**config.mk**
```make
export PLATFORM = sky130hd
export DESIGN_NAME = mix_columns_seq
export DESIGN_NICKNAME = d
export VERILOG_FILES = /design/src/rtl/mix_columns_seq.sv
export SDC_FILE = /design/constraint.sdc
export NUM_CORES = 1
export LEC_CHECK = 0
export CAP_MARGIN = 20
export CORE_UTILIZATION = 45
export DETAILED_ROUTE_END_ITERATION = 8
export HOLD_SLACK_MARGIN = 0.15
export PLACE_DENSITY = 0.7
export SLEW_MARGIN = 20
export SYNTH_ARGS = -nofsm -noshare
export SYNTH_HDL_FRONTEND = slang
export SYNTH_SLANG_ARGS = --single-unit
```
**constraint.sdc**
```tcl
create_clock -name clk -period 4.09 [get_ports clk]
set_clock_uncertainty 0.2 [all_clocks]
set_input_delay 0.6135 -clock clk [delete_from_list [all_inputs] [get_ports clk]]
set_output_delay 0.6135 -clock clk [all_outputs]
set_load 0.01 [all_outputs]
```
**src/rtl/mix_columns_seq.sv**
```systemverilog
// Column-serial AES MixColumns / InvMixColumns with valid/ready handshake.
// Processes COLS_PER_CYCLE columns per clock; last_round passes the state through unmixed.
module mix_columns_seq #(
   parameter int unsigned COLS_PER_CYCLE = 1
) (
   input  logic         clk,
   input  logic         rst_n,
   input  logic         in_valid,
   output logic         in_ready,
   input  logic [127:0] state_in,
   input  logic         inv,
   input  logic         last_round,
   output logic         out_valid,
   input  logic         out_ready,
   output logic [127:0] state_out
);

   generate
      if (COLS_PER_CYCLE != 1 && COLS_PER_CYCLE != 2 && COLS_PER_CYCLE != 4) begin : g_bad_cpc
         $error("mix_columns_seq: COLS_PER_CYCLE must be 1, 2 or 4");
      end
   endgenerate

   // STEP wraps to 0 for four columns per cycle; LAST_BASE is the counter value of the final chunk.
   localparam logic [1:0] STEP      = 2'(COLS_PER_CYCLE);
   localparam logic [1:0] LAST_BASE = 2'(4 - COLS_PER_CYCLE);

   typedef enum logic [1:0] {IDLE, BUSY, DONE} state_t;

   state_t           st;
   logic [0:3][31:0] data_q;
   logic [0:3][31:0] data_nxt;
   logic             inv_q;
   logic             last_q;
   logic [1:0]       cnt;

   function automatic logic [7:0] xtime(input logic [7:0] x);
      return {x[6:0], 1'b0} ^ (x[7] ? 8'h1b : 8'h00);
   endfunction

   function automatic logic [31:0] mix_col(input logic [31:0] col, input logic inverse);
      logic [0:3][7:0] a;
      logic [0:3][7:0] b;
      logic [0:3][7:0] x2;
      logic [0:3][7:0] x4;
      logic [0:3][7:0] x8;
      logic [1:0]      i0;
      logic [1:0]      i1;
      logic [1:0]      i2;
      logic [1:0]      i3;
      a = col;
      for (int unsigned r = 0; r < 4; r++) begin
         x2[2'(r)] = xtime(a[2'(r)]);
         x4[2'(r)] = xtime(x2[2'(r)]);
         x8[2'(r)] = xtime(x4[2'(r)]);
      end
      for (int unsigned r = 0; r < 4; r++) begin
         i0 = 2'(r);
         i1 = i0 + 2'd1;
         i2 = i0 + 2'd2;
         i3 = i0 + 2'd3;
         // 0e = 8^4^2, 0b = 8^2^1, 0d = 8^4^1, 09 = 8^1
         if (inverse)
            b[i0] = (x8[i0] ^ x4[i0] ^ x2[i0]) ^ (x8[i1] ^ x2[i1] ^ a[i1]) ^
                    (x8[i2] ^ x4[i2] ^ a[i2]) ^ (x8[i3] ^ a[i3]);
         else
            b[i0] = x2[i0] ^ (x2[i1] ^ a[i1]) ^ a[i2] ^ a[i3];
      end
      return b;
   endfunction

   always_comb begin
      data_nxt = data_q;
      for (int unsigned k = 0; k < COLS_PER_CYCLE; k++) begin
         if (!last_q)
            data_nxt[cnt + 2'(k)] = mix_col(data_q[cnt + 2'(k)], inv_q);
      end
   end

   always_ff @(posedge clk) begin
      if (!rst_n) begin
         st        <= IDLE;
         in_ready  <= 1'b1;
         out_valid <= 1'b0;
         state_out <= '0;
         cnt       <= '0;
         data_q    <= '0;
         inv_q     <= 1'b0;
         last_q    <= 1'b0;
      end else begin
         case (st)
            IDLE: begin
               if (in_valid && in_ready) begin
                  data_q   <= state_in;
                  inv_q    <= inv;
                  last_q   <= last_round;
                  cnt      <= '0;
                  in_ready <= 1'b0;
                  st       <= BUSY;
               end
            end
            BUSY: begin
               data_q <= data_nxt;
               cnt    <= cnt + STEP;
               if (cnt == LAST_BASE) begin
                  state_out <= data_nxt;
                  out_valid <= 1'b1;
                  st        <= DONE;
               end
            end
            DONE: begin
               if (out_ready) begin
                  out_valid <= 1'b0;
                  in_ready  <= 1'b1;
                  st        <= IDLE;
               end
            end
            default: st <= IDLE;
         endcase
      end
   end

endmodule

```
# Word level (Yosys, flattened, before mapping)
# Cells that the tools add are included.
# classes
n_mux	41
add_sub_neg	1
eq_ne	6
bitwise	65
order_cmp	2
n_reduce_logical	12
# ops
operator	n
bitwise XOR 8 bit	52
two-way mux 128 bit	2
case mux 128 bit (2 select lines)	1
bitwise mux 128 bit	1
two-way mux 32 bit	3
bitwise XOR 8 x 5 -> 8 bit	12
binary-select mux 32 bit (select 2 bit)	1
demux 32 bit (select 2 bit)	1
two-way mux 8 bit	8
two-way mux 5 bit	12
AND reduction 3 bit	3
two-way mux 2 bit	4
inequality test 2 bit (second input constant)	3
case mux 2 bit (3 select lines)	1
AND reduction 2 bit	3
nonzero test 2 bit	3
equality test 2 bit (second input constant)	2
two-way mux 1 bit	4
case mux 1 bit (2 select lines)	2
case mux 2 bit (2 select lines)	1
greater-or-equal comparator 3 bit (second input constant)	1
less-than comparator 3 x 1 -> 1 bit (second input constant)	1
NOT 2 -> 3 bit	1
adder 2 x 1 -> 2 bit (second input constant)	1
other kinds (3)	4
# word_totals
regBits	264
inputBits	134

# Depth between registers and ports, before layout
# depth
ltp_word	20
mapped_depth	13
mapped_depth_nobuf	9

# Worst setup path after synthesis
# OpenSTA, ideal clock, no wires.
# synth_path
path_kind	register -> register
start	register cnt[0]
end	register state_out[27]
setup_time_ps	122
required_time_ps	3768
arrival_time_ps	3184
setup_slack_ps	584
path_stages_with_launch	12
cell_sequence	dfxtp_1 -> buf_6 -> mux4_2 -> buf_6 -> xor2_4 -> xnor3_1 -> xnor2_2 -> xnor3_1 -> mux2i_2 -> xnor2_2 -> nor2_1 -> a311o_1
# synth_between
elab_chain_len	17
word_cells_on_any_way	51
# synth_rtl
element	line_no	rtl
start: declaration	35	logic [1:0] cnt;
start signal: assignment	104	cnt <= cnt + STEP;
NOT 2 -> 3 bit (not written as such)	76	data_nxt[cnt + 2'(k)] = mix_col(data_q[cnt + 2'(k)], inv_q);
binary-select mux 32 bit (select 2 bit)	76	
two-way mux 32 bit (not written as such) (2 in a row)	76	
two-way mux 5 bit / bitwise XOR 8 x 5 -> 8 bit (equally long branches)	38	return {x[6:0], 1'b0} ^ (x[7] ? 8'h1b : 8'h00);
bitwise XOR 8 x 5 -> 8 bit	38	
bitwise XOR 8 x 5 -> 8 bit / two-way mux 5 bit (equally long branches)	38	
bitwise XOR 8 x 5 -> 8 bit	38	
bitwise XOR 8 bit (4 in a row)	64	b[i0] = (x8[i0] ^ x4[i0] ^ x2[i0]) ^ (x8[i1] ^ x2[i1] ^ a[i1]) ^
bitwise XOR 8 bit	65	(x8[i2] ^ x4[i2] ^ a[i2]) ^ (x8[i3] ^ a[i3]);
two-way mux 8 bit	63	if (inverse)
two-way mux 8 bit	75	if (!last_q)
bitwise mux 128 bit	76	
two-way mux 128 bit	75	
end signal: assignment	106	state_out <= data_nxt;
end: declaration	15	output logic [127:0] state_out
# Parallel ways exist; a longest one is shown, timed or not. The select of a mux whose other input is x is not followed.
# A chain may end at the register's enable or synchronous reset.

# Worst setup path in the final report
# layout_path
start	register cnt[0]
end	register data_q[83] (netlist bit)
# layout_between
elab_chain_len	18
word_cells_on_any_way	50
# layout_rtl
element	line_no	rtl
NOT 2 -> 3 bit (not written as such) *	76	
binary-select mux 32 bit (select 2 bit)	76	
two-way mux 32 bit (not written as such) (2 in a row)	76	
two-way mux 5 bit / bitwise XOR 8 x 5 -> 8 bit (equally long branches)	38	
bitwise XOR 8 x 5 -> 8 bit	38	
bitwise XOR 8 x 5 -> 8 bit / two-way mux 5 bit (equally long branches)	38	
bitwise XOR 8 x 5 -> 8 bit	38	
bitwise XOR 8 bit (4 in a row)	64	
bitwise XOR 8 bit	65	
two-way mux 8 bit	63	
two-way mux 8 bit	75	
bitwise mux 128 bit *	76	
two-way mux 128 bit *	75	
case mux 128 bit (2 select lines) *	91	case (st)
end signal: assignment	94	data_q <= state_in;
end signal: assignment	103	data_q <= data_nxt;
end: declaration	31	logic [0:3][31:0] data_q;
# Every way passes the cells marked *; elsewhere a longest branch is shown, timed or not. The select of a mux whose other input is x is not followed.

==> results.cfg <==
[synthesis]
synth_edf_count = 0
yosys_warnings = 0
synth-async-reset-ratio = 0
syn_inst = 1671
synthesis_stage_register_bit_count = 264
synth_top_cells_by_area = dfxtp_1 35%, xnor2_1 7.5%, mux4_2 4.8%, o21ai_0 4.2%, nand3_1 4.1%
ys_dominant_reg_cell = dfxtp_1
cell_area_after_synthesis_sq_um = 15000
synth_largest_type_area_fraction = 0.353
per_instance_average_area_after_synthesis_sq_um = 8.97
synth_sequential_area_ratio = 0.353
yosys.area.top_type = dfxtp_1
synth_nets = 1809
synth.distinct_cells = 57

[routing]
via_per_inst = 6.19
post-route-drc-count = 0
post_drt_wl_per_cell_microns = 24.7
drt_first_pass_iters = 6
via_count = 14500
initialDrtViolationCount = 1948
route.antenna.remaining_nets = 0
drt_wl_total_microns = 57800

[clock_network]
cts_inserted_buffers = 30
cts.hold.buffers_added = 0
path_clk_slew_ps = 60
cts.path.max_buffers = 3
tritoncts = yes
cts-htree-levels = 1
clock-root-buffer = clkbuf_16
cts_num_sinks = 264
worst_skew_pair_later_pin_latency_ps = 580

[global_route]
gr-usage-all-layers = 0.332
globalRoute.totalOverflow = 0
antenna_found_initial = 1
grt_start_max_net_pins = 154
grt_first_pass_wirelength_microns = 84800
grt_pass1_vias = 13600

[worst_setup_path]
top_fanout_value_on_the_critical_path = 26
critical_path.endpoint_type = flop
worst_case_register_to_register_setup_slack_ps = 110
crit_type = reg -> reg
cp-start-kind = flop
worst-endpoint-required_ps = 4390
worst_ep_arrival_time_ps = 4270

[sta]
finalCriticalPeriod_ps = 3980
hold_vio_cnt_final = 0
worst_slew_pin_slew_ps = 1110
slew_violations = 0
slew_headroom = 0.258
period_share = 0.972
setup_tns_ps = 0
grt_setup_unrepaired = no
clock.fmax_mhz = 251
setup-violations-final = 0

[final_layout]
leading_cell_type_in_the_layout_fill_and_taps_excluded = dfxtp_1
finalCoreUtilization = 0.587
multiInputGateArea_sq_um = 9060
number_of_antenna_repair_diodes = 0
sequential_cell_area_sq_um = 5290
post_route_cells_drive_above_1_share = 0.105
syn_to_final_growth_pct = 27.7
fill_cells = 2812
most_frequent_cells_in_the_layout = 263 x dfxtp_1, 262 x clkdlybuf4s50_1, 136 x nand2_1
design.final.nets = 2014
final-instance-count-excl-fill = 2342

[floorplan]
die_height_microns = 185
die_area_sq_um = 34000
die_w_microns = 185
core-area_sq_um = 32600
rows = 66
ioPinCount = 264
effective_utilization_at_floorplan = 0.460

[placed_design]
dpl.hpwl_microns = 40300
gp_congestion = 1.01
placed_cells_incl_taps = 2284
portBuffers = 263

[worst_hold_path]
hp-class = reg -> reg

[power_and_ir_drop]
fin_total_pwr_mw = 12.7
power.ir.vdd_worst_v = 0.000454
static-leakage-power_nw = 6.71
power-per-cell-area_nw_per_um2 = 663

[run_status]
status = completed

[job]
drv_cap = 0
==> cell usage after synthesis, types with 4 or more instances <==
| library cell | number |
|---|---|
| a211oi_1 | 29 |
| a21boi_0 | 27 |
| a21oi_1 | 69 |
| a221oi_1 | 5 |
| a222oi_1 | 4 |
| a22o_1 | 48 |
| a22oi_1 | 31 |
| and2_1 | 21 |
| buf_1 | 13 |
| buf_2 | 13 |
| buf_6 | 4 |
| clkbuf_1 | 126 |
| dfxtp_1 | 264 |
| ha_1 | 4 |
| mux2i_1 | 31 |
| mux4_2 | 32 |
| nand2_1 | 137 |
| nand2b_1 | 9 |
| nand3_1 | 123 |
| nand4_1 | 23 |
| nor2_1 | 97 |
| nor2b_1 | 39 |
| nor3_1 | 10 |
| o2111ai_1 | 6 |
| o211ai_1 | 40 |
| o21a_1 | 6 |
| o21ai_0 | 125 |
| o21ai_1 | 8 |
| o221ai_1 | 70 |
| xnor2_1 | 128 |
| xnor2_2 | 19 |
| xnor3_1 | 15 |
| xor2_1 | 49 |
==> state kept, by name (all words and copies together) (netlist names) <==
register / cells
data_q: 128
state_out: 128
cnt: 2
st: 2
in_ready: 1
inv_q: 1
last_q: 1
out_valid: 1
==> through the flow <==
stage	worst slack, ps	hold slack [ps]	area [sq um]
2_1_floorplan	584	275	15000
3_3_place_gp	135	244	18100
3_5_place_dp	192	245	18100
4_1_cts	168	254	19100
5_1_grt	26.0	279	19100
6_report	114	250	19100
==> repair_timing <==
item	in CTS	in global routing
setup endpoints to repair	0	2
setup buffers	0	2
resized for setup	0	1
==> layout make-up <==
type	count	share of cell area
well taps	442	0.0289
repair buffers	334	0.168
clock buffers	43	0.0460
flip-flops and latches	264	0.276
clock inverters	13	0.00693
inverters	3	0.000588
multi-input cells	1243	0.473
==> layer usage <==
layer / wire length [microns] / up-vias / track usage
met5: 0 / - / 0
met4: 1790 / 0 / 0.106
met3: 5930 / 128 / 0.0670
met2: 26100 / 874 / 0.516
met1: 24000 / 6995 / 0.460
li1: - / 6506 / -
==> power by group <==
part	switching [mW]	total, mW	internal [mW]
logic	3.99	7.00	3.00
registers	0.174	2.91	2.74
clock network	1.16	2.78	1.62
==> path summary, 6_finish.rpt <==
check | startpoint | endpoint | cells after the start
min | state_out[66] | state_out[66] | 2
max reg2reg | cnt[0] | data_q[83] | 10
max | cnt[0] | data_q[83] | 10
min reg2reg | state_out[66] | state_out[66] | 2
==> worst max-delay path: stages (launching register included) <==
cell      delay, ps
dfxtp_2         350
buf_12          240
mux4_2          740
xor2_1          420
xnor2_1         280
xnor3_1         490
xnor2_1         190
a21oi_1         130
xnor2_2         510
a222oi_1        190
nor2b_1         150
==> cells by family (layout without fill, tap and decap cells) <==
logic type,Yosys count,in the layout,synth area share
DFF,264,264,0.353
buffers and inverters,164,393,0.0464
xor gates and xnor gates,218,218,0.158
adders and majority gates,4,4,0.00334
AOI/OAI and AO/OA,486,486,0.222
muxes,66,66,0.0712
and+or+nand+nor,469,469,0.146
Power figures use the tool's default switching activity.
